`src/rtl/serial_subtractor_pkg.sv`:
```
// Shared definitions for the serial ALU blocks: state encoding and default width.
package serial_subtractor_pkg;

    localparam int DEFAULT_WIDTH = 8;

    typedef enum logic [1:0] {
        IDLE  = 2'd0,
        SHIFT = 2'd1,
        DONE  = 2'd2
    } state_t;

endpackage

```
`src/rtl/serial_subtractor_bit.sv`:
```
// One-bit full subtractor: d = a - b - bin, bout set when the bit borrows.
module full_subtractor_bit (
    input  logic a,
    input  logic b,
    input  logic bin,
    output logic d,
    output logic bout
);

    assign d    = a ^ b ^ bin;
    assign bout = (~a & b) | (~(a ^ b) & bin);

endmodule

```
`src/rtl/serial_subtractor.sv`:
```
// Bit-serial subtractor: a - b - borrow_in, LSB first, one bit per clock.
module serial_subtractor
    import serial_subtractor_pkg::*;
#(
    parameter int WIDTH = DEFAULT_WIDTH,
    parameter int CNT_W = 4
) (
    input  logic             clk,
    input  logic             rst,
    input  logic             start,
    input  logic [WIDTH-1:0] a,
    input  logic [WIDTH-1:0] b,
    input  logic             borrow_in,
    output logic             busy,
    output logic             done,
    output logic [WIDTH-1:0] diff,
    output logic             borrow_out,
    output logic             overflow
);

    state_t             state, state_next;
    logic [WIDTH-1:0]   a_sr, b_sr, res_sr;
    logic [CNT_W-1:0]   cnt;
    logic               brw, a_msb, b_msb;
    logic               bit_d, bit_bout;
    logic               last_bit, accept;

    full_subtractor_bit u_cell (
        .a    (a_sr[0]),
        .b    (b_sr[0]),
        .bin  (brw),
        .d    (bit_d),
        .bout (bit_bout)
    );

    assign last_bit = (cnt == CNT_W'(WIDTH - 1));
    // start is honoured only when not shifting, so operands in flight are never disturbed
    assign accept   = start && (state != SHIFT);

    always_ff @(posedge clk) begin
        if (rst) state <= IDLE;
        else     state <= state_next;
    end

    // NOTE: every output of a combinational block gets a default first so no latch is inferred.
    always_comb begin
        state_next = state;
        case (state)
            IDLE:    if (start) state_next = SHIFT;
            SHIFT:   if (last_bit) state_next = DONE;
            DONE:    state_next = start ? SHIFT : IDLE;
            default: state_next = IDLE;
        endcase
    end

    always_comb begin
        busy = 1'b0;
        done = 1'b0;
        case (state)
            SHIFT:   busy = 1'b1;
            DONE:    done = 1'b1;
            default: ;
        endcase
    end

    // NOTE: sequential state uses non-blocking assignments so every register sees pre-edge values.
    always_ff @(posedge clk) begin
        if (rst) begin
            a_sr       <= '0;
            b_sr       <= '0;
            res_sr     <= '0;
            cnt        <= '0;
            brw        <= 1'b0;
            a_msb      <= 1'b0;
            b_msb      <= 1'b0;
            diff       <= '0;
            borrow_out <= 1'b0;
            overflow   <= 1'b0;
        end else if (accept) begin
            a_sr  <= a;
            b_sr  <= b;
            brw   <= borrow_in;
            cnt   <= '0;
            a_msb <= a[WIDTH-1];
            b_msb <= b[WIDTH-1];
        end else if (state == SHIFT) begin
            a_sr   <= a_sr >> 1;
            b_sr   <= b_sr >> 1;
            res_sr <= {bit_d, res_sr[WIDTH-1:1]};
            brw    <= bit_bout;
            cnt    <= cnt + CNT_W'(1);
            if (last_bit) begin
                // The final bit is the result MSB, so it decides the overflow.
                diff       <= {bit_d, res_sr[WIDTH-1:1]};
                borrow_out <= bit_bout;
                overflow   <= (a_msb != b_msb) && (bit_d != a_msb);
            end
        end
    end

endmodule

```
`config.mk`:
```
export PLATFORM = sky130hd
export DESIGN_NAME = serial_subtractor
export DESIGN_NICKNAME = d
export VERILOG_FILES = /design/src/rtl/serial_subtractor_pkg.sv /design/src/rtl/serial_subtractor_bit.sv /design/src/rtl/serial_subtractor.sv
export SDC_FILE = /design/constraint.sdc
export NUM_CORES = 1
export LEC_CHECK = 0
export ABC_AREA = 1
export BUFFER_PORTS_ARGS = -buffer_cell sky130_fd_sc_hd__buf_4
export CORE_MARGIN = 8
export CORE_UTILIZATION = 35
export CTS_CLUSTER_SIZE = 25
export DETAILED_ROUTE_END_ITERATION = 12
export REMOVE_ABC_BUFFERS = 1
export SLEW_MARGIN = 25
export SYNTH_ARGS = -nofsm -noshare
export SYNTH_HDL_FRONTEND = slang
export SYNTH_SLANG_ARGS = --single-unit
```
`constraint.sdc`:
```
create_clock -name clk -period 1.2 [get_ports clk]
set_input_delay 0 -clock clk [delete_from_list [all_inputs] [get_ports clk]]
set_output_delay 0 -clock clk [all_outputs]
set_load 0.005 [all_outputs]
```
==> results.sh, run 1 <==
export IMPL_clk_latency_ns=0.30
export IMPL_finalHoldViolCount=0
export IMPL_crit_fanout=4
export IMPL_die_h_um=87.8
export IMPL_grt_pass1_wl_um=6970
export IMPL_htree_levels=2
export IMPL_gp_congestion=0.693
export IMPL_powerDensity_mw_per_mm2=1170
export IMPL_syn2layout_area_growth_pct=37.8
export IMPL_track_usage_pct=11.4
export IMPL_cts_buffer_depth=2
export IMPL_initial_core_util_pct=35.8
export IMPL_synth_area_leaders="dfxtp_1 (47%), nand3_1 (17%), nand2_1 (13%)"
export IMPL_violations="negative setup slack"
export IMPL_remaining_drc_errors=0
export IMPL_antenna_found_initial=0
export IMPL_endpoint_kind="flop"
export IMPL_diodes=0
export IMPL_drt_pass1_iterations=4
export IMPL_crit_required_ns=1.44
export IMPL_drt_total_wl_um=4190
export IMPL_drive_gt1_share_pct=30.6
export IMPL_r2r_end="overflow$_SDFFE_PP0P_"
export IMPL_critical_path_arrival_ns=1.54
export IMPL_fin_ws_ns=-0.104
export IMPL_outcome="finished, violations left"
export IMPL_dp_cells=358
export IMPL_slew_viol_final=0
export IMPL_core_area_mm2=0.00504
export IMPL_antenna_left=0
export IMPL_yosys_register_bits=42
export IMPL_worst_setup_path_start_kind="flop"
export IMPL_post_dp_hpwl_um=2800
export IMPL_synth_area_mm2=0.00181
export IMPL_r2r_start="b_sr[0]$_SDFFE_PP0P_"
export IMPL_rows=26
export IMPL_min_to="a_sr[1]$_SDFFE_PP0P_"
export IMPL_grt_max_degree=23
export IMPL_met1_usage_pct=14.0
export IMPL_leakage_uw=0.00125
export IMPL_hold_class="in -> reg"
export IMPL_mostFrequentLayoutCells="nand3_1 (57), nand2_1 (54), buf_4 (46)"
export IMPL_num_vias=1687
export IMPL_yosysWarnings=0
export IMPL_dieArea_mm2=0.00772
export IMPL_portBuffers=31
export IMPL_synthCells=252
export IMPL_hold_path_depth=5
export IMPL_rsz0062_at_grt="yes"
export IMPL_nets=325
export IMPL_path_class="reg -> reg"
export IMPL_timing_fmax_mhz=767
export IMPL_use_met2_pct=17.6
export IMPL_setup_violations=3
export IMPL_drt_iter0_markers=46
export IMPL_worst_slew_pin_slew_ns=0.247
export IMPL_max_cap_violations=0
export IMPL_ys_seq_area_share_pct=46.5
export IMPL_reg2reg_depth=6
export IMPL_hp_start="a[1]"
export IMPL_vias_per_cell=4.51
export IMPL_reg2reg_slack_ns=-0.10
export IMPL_min_period_ns=1.30
export IMPL_synth_top_cell_area_share_pct=46.5
export IMPL_layout_commonest_cell="nand3_1"
export IMPL_slew_headroom_pct=83.5
export IMPL_synth_largest_area_cell="dfxtp_1"
export IMPL_setup_tns_final_ns=-0.189
export IMPL_pin_count=32
export IMPL_die_w_um=87.8
export IMPL_cts_root_buffer="clkbuf_8"
export IMPL_clk_pin_slew_worst_paths_ns=0.08
export IMPL_fin_cells=374
export IMPL_syn_avg_cell_area_um2=7.17
export IMPL_avgRoutedWirePerCell_um=11.2
export IMPL_cts_tree="done"
export IMPL_skew_ns=0.00607
export IMPL_clock_sinks=42
export IMPL_grt_most_used_layer="met2"
export IMPL_grt_pass1_vias=1607
export IMPL_overflow=0
export IMPL_cts_buffers=5
export IMPL_post_route_period_util_pct=109
export IMPL_grt_use_met3_pct=3.75
export IMPL_peakVddDrop_uv=537
export IMPL_synth_cell_types=18
export IMPL_n_fill_cell=511
==> metrics by stage <==
step | hold slack (ns) | util [%] | power (uW) | worst slack (ns) | instance area (um^2)
6_report | 0.0118 | 49.4 | 2910 | -0.104 | 2490
3_3_place_gp | 0.242 | 43.8 | 1910 | -0.0919 | 2210
4_1_cts | 0.00650 | 46.8 | 2900 | -0.0996 | 2360
3_5_place_dp | 0.247 | 43.8 | 1920 | -0.115 | 2210
5_1_grt | 0.0362 | 49.4 | 3060 | -0.182 | 2490
2_1_floorplan | 0.0691 | - | 1730 | -0.234 | 1720
==> synthesized netlist by cell type <==
cell,n
nand2_2,1
clkbuf_8,1
inv_2,3
nor2_4,2
fa_1,1
o21ai_1,1
ha_1,1
clkbuf_1,1
a21oi_1,5
buf_2,9
buf_4,3
o21ai_0,11
xor2_1,1
nor2_1,25
inv_1,23
nand3_1,61
dfxtp_1,42
nand2_1,61
==> critical path: stages (launching register included) <==
cell and delay (ns):
dfxtp_2 0.34, inv_2 0.04, fa_2 0.61, nand3_2 0.08, o21ai_2 0.06, nor2_1 0.05
nor2_1 0.07
==> cell families after synthesis <==
| kind of cell | count (synthesis) | share of synthesized area (%) |
|---|---|---|
| and+or+nand+nor | 150 | 36.4 |
| DFF | 42 | 46.5 |
| adders and majority gates | 2 | 1.80 |
| buffers and inverters | 40 | 10.1 |
| xor gates and xnor gates | 1 | 0.485 |
| AOI/OAI and AO/OA | 17 | 4.71 |
==> metal layers <==
metal / part of all wire [%] / vias up
met5: 0 / -
met3: 5.6 / 7
met1: 48 / 752
met4: 1.8 / 0
met2: 45 / 30
li1: - / 898
==> worst max path at each step <==
stage | startpoint | endpoint | slack [ns]
after floorplan | state[1]$_SDFFE_PP0P_ | cnt[3]$_SDFFE_PP0P_ | -0.23
after global placement | b_sr[0]$_SDFFE_PP0P_ | overflow$_SDFFE_PP0P_ | -0.09
after detailed placement | b_sr[0]$_SDFFE_PP0P_ | overflow$_SDFFE_PP0P_ | -0.12
after CTS | brw$_SDFFE_PP0P_ | overflow$_SDFFE_PP0P_ | -0.1
after global routing | b_sr[0]$_SDFFE_PP0P_ | overflow$_SDFFE_PP0P_ | -0.18
final | b_sr[0]$_SDFFE_PP0P_ | overflow$_SDFFE_PP0P_ | -0.10
==> area by class of cell <==
class / instances / area (um^2) / area share [%]
multi-input cells: 170 / 867 / 34.8
flip-flops and latches: 42 / 848 / 34.1
repair buffers: 58 / 498 / 20.0
inverters: 26 / 97.6 / 3.92
well taps: 70 / 87.6 / 3.52
clock buffers: 7 / 86.3 / 3.47
clock inverters: 1 / 5.00 / 0.201
==> where the power goes <==
| group | total (uW) | switching [uW] | leakage [uW] | internal [uW] |
|---|---|---|---|---|
| combinational | 453 | 229 | 0.000853 | 224 |
| clock | 953 | 488 | 0.0000482 | 465 |
| sequential | 1500 | 41.7 | 0.000345 | 1460 |
| total | 2910 | 759 | 0.00125 | 2150 |
==> what timing repair did <==
action | 4_1_cts | 5_1_grt
gates resized for setup | 9 | 30
setup buffers | 2 | 3
hold buffers | 3 | 0
endpoints found under the hold margin | 8 | 0
setup endpoints to repair | 12 | 32
pin swaps | 8 | 20
==> flip-flops by register name (all words and copies together) (netlist names) <==
name,flops
a_sr,8
b_sr,8
diff,8
res_sr,7
cnt,4
state,2
a_msb,1
b_msb,1
borrow_out,1
brw,1
overflow,1
Power figures use the tool's default switching activity.
==> run 2: changes to the inputs <==
CTS_CLUSTER_DIAMETER = 30   (was default)
SYNTH_HIERARCHICAL = 1   (was default)
==> run 2 against run 1 <==
The run still ends with negative setup slack left. Die area increased by 0.91%. Combinational power decreased by 11%. Clock power decreased by 12%. First-iteration DRC count increased by 43%. Non-clock buffer count decreased by 6. Worst setup slack improved by 0.024 ns. Routed wire length decreased by 1.1%. Sequential share of layout area increased by 1.3 points.
==> results.sh, run 2 <==
export IMPL_post_dp_hpwl_um=2950
export IMPL_synth_largest_area_cell="dfxtp_1"
export IMPL_die_w_um=88.2
export IMPL_synth_most_common_cell="nand2_1"
export IMPL_cts_buffers=5
export IMPL_fin_ws_ns=-0.0805
export IMPL_path_class="reg -> reg"
export IMPL_core_area_mm2=0.00507
export IMPL_slew_headroom_pct=78.4
export IMPL_num_vias=1732
export IMPL_mostFrequentLayoutCells="nand3_1 (59), nand2_1 (56), buf_4 (41)"
export IMPL_setup_violations=9
export IMPL_worst_setup_path_start_kind="flop"
export IMPL_clk_pin_slew_worst_paths_ns=0.08
export IMPL_gp_congestion=0.756
export IMPL_remaining_drc_errors=0
export IMPL_synth_ff_type="dfxtp_1"
export IMPL_drive_gt1_share_pct=27.9
export IMPL_drt_iter0_markers=66
export IMPL_synth_area_mm2=0.00183
export IMPL_fin_cells=371
export IMPL_post_place_ws_ns=-0.0931
export IMPL_slew_viol_final=0
export IMPL_hold_class="in -> reg"
export IMPL_track_usage_pct=11.3
export IMPL_clock_sinks=42
export IMPL_max_cap_violations=0
export IMPL_worst_slew_pin_slew_ns=0.322
export IMPL_finalHoldViolCount=0
export IMPL_cts_root_buffer="clkbuf_8"
export IMPL_synth_edf_count=0
export IMPL_overflow=0
export IMPL_yosysWarnings=6
export IMPL_antenna_left=0
export IMPL_grt_pass1_vias=1583
export IMPL_critical_path_arrival_ns=1.51
export IMPL_post_route_period_util_pct=107
export IMPL_cts_buffer_depth=2
export IMPL_skew_ns=0.00825
export IMPL_async_reset_ff_share_pct=0
export IMPL_avgRoutedWirePerCell_um=11.2
export IMPL_yosys_register_bits=42
export IMPL_min_period_ns=1.28
export IMPL_synthCells=257
export IMPL_nets=323
export IMPL_vias_per_cell=4.67
export IMPL_ys_seq_area_share_pct=46.0
export IMPL_holdWs_ns=0.0252
export IMPL_leakage_uw=0.00118
export IMPL_reg_largest_list="a_sr x8, b_sr x8, diff x8"
export IMPL_n_fill_cell=548
export IMPL_powerDensity_mw_per_mm2=1150
export IMPL_synth_cell_types=19
export IMPL_grt_max_degree=24
export IMPL_endpoint_kind="flop"
export IMPL_die_h_um=88.2
export IMPL_portBuffers=31
export IMPL_cts_tree="done"
export IMPL_dieArea_mm2=0.00779
export IMPL_dp_cells=360
export IMPL_syn2layout_area_growth_pct=31.4
export IMPL_synth_area_leaders="dfxtp_1 (46%), nand3_1 (16%), nand2_1 (13%)"
export IMPL_clk_latency_ns=0.29
export IMPL_initial_core_util_pct=36.0
export IMPL_antenna_found_initial=0
export IMPL_violations="negative setup slack"
export IMPL_grt_pass1_wl_um=6960
export IMPL_syn_avg_cell_area_um2=7.11
export IMPL_outcome="finished, violations left"
export IMPL_drt_pass1_iterations=4
export IMPL_pin_count=32
export IMPL_post_route_util_pct=47.3
export IMPL_crit_fanout=4
export IMPL_post_cts_buffers=0
export IMPL_crit_required_ns=1.43
export IMPL_synth_top_cell_area_share_pct=46.0
export IMPL_drt_total_wl_um=4140
export IMPL_synthTopCellsByCount="nand2_1 (65), nand3_1 (60), dfxtp_1 (42)"
export IMPL_rows=26
export IMPL_rsz0062_at_grt="yes"
export IMPL_timing_fmax_mhz=781
export IMPL_peakVddDrop_uv=680
export IMPL_htree_levels=2
export IMPL_layout_commonest_cell="nand3_1"
export IMPL_diodes=0
==> run 2: timing repair <==
item                                    4_1_cts  5_1_grt
resized for setup                             4       28
hold buffers                                  3        0
endpoints found under the setup margin        3       28
hold endpoints to repair                      5        0
cloned                                        0        1
pin swaps                                     3        6
==> run 2: cell families after synthesis <==
| family | synth area share, % |
|---|---|
| AO/OA/AOI/OAI | 4.38 |
| XOR/XNOR | 0.480 |
| adder cells (fa/ha/maj) | 1.78 |
| buffers and inverters | 10.9 |
| flip-flops | 46.0 |
| AND/OR/NAND/NOR | 36.4 |
==> run 2: area by class of cell <==
cell class / instances / area (um^2) / share of cell area [%]
Timing Repair Buffer: 52 / 439 / 18.3
Multi-Input combinational cell: 173 / 845 / 35.2
Sequential cell: 42 / 848 / 35.3
Clock inverter: 2 / 10.0 / 0.417
Tap cell: 70 / 87.6 / 3.65
Inverter: 27 / 101 / 4.22
Clock buffer: 5 / 68.8 / 2.87
==> run 2: where the power goes <==
part | internal, uW | switching, uW
sequential | 1460 | 46.5
combinational | 190 | 212
clock | 390 | 452
total | 2040 | 711
==> run 2: final timing paths <==
| kind | from | to | slack, ns | cells after the start |
|---|---|---|---|---|
| worst min register to register | res_sr[1]$_SDFFE_PP0P_ | res_sr[1]$_SDFFE_PP0P_ | 0.45 | 2 |
| worst min-delay path | b[3] | b_sr[3]$_SDFFE_PP0P_ | 0.03 | 5 |
| worst max register to register | a_sr[0]$_SDFFE_PP0P_ | overflow$_SDFFE_PP0P_ | -0.08 | 5 |
| worst max-delay path | a_sr[0]$_SDFFE_PP0P_ | overflow$_SDFFE_PP0P_ | -0.08 | 5 |
==> run 2: critical path: stages (launching register included) <==
cell	delay, ns
dfxtp_1	0.33
fa_2	0.61
nand3_2	0.08
o21ai_1	0.07
nor2_1	0.05
nor2_1	0.07
==> run 2: metrics by stage <==
stage,instance area [um^2],total power (uW),setup TNS [ns]
floorplan,1730,1730,-3.22
global placement,2200,1900,-0.0710
detailed placement,2200,1910,-0.0967
CTS,2310,2770,-0.0790
global route,2400,2910,-1.22
finish,2400,2750,-0.244
==> run 2: metal layers <==
layer	share of wire [%]	vias to the layer above	GRT usage [%]
met4	1.2	0	4.15
met2	46	37	18.5
met1	47	792	13.3
met5	0	-	0
met3	5.8	7	3.81
li1	-	896	-
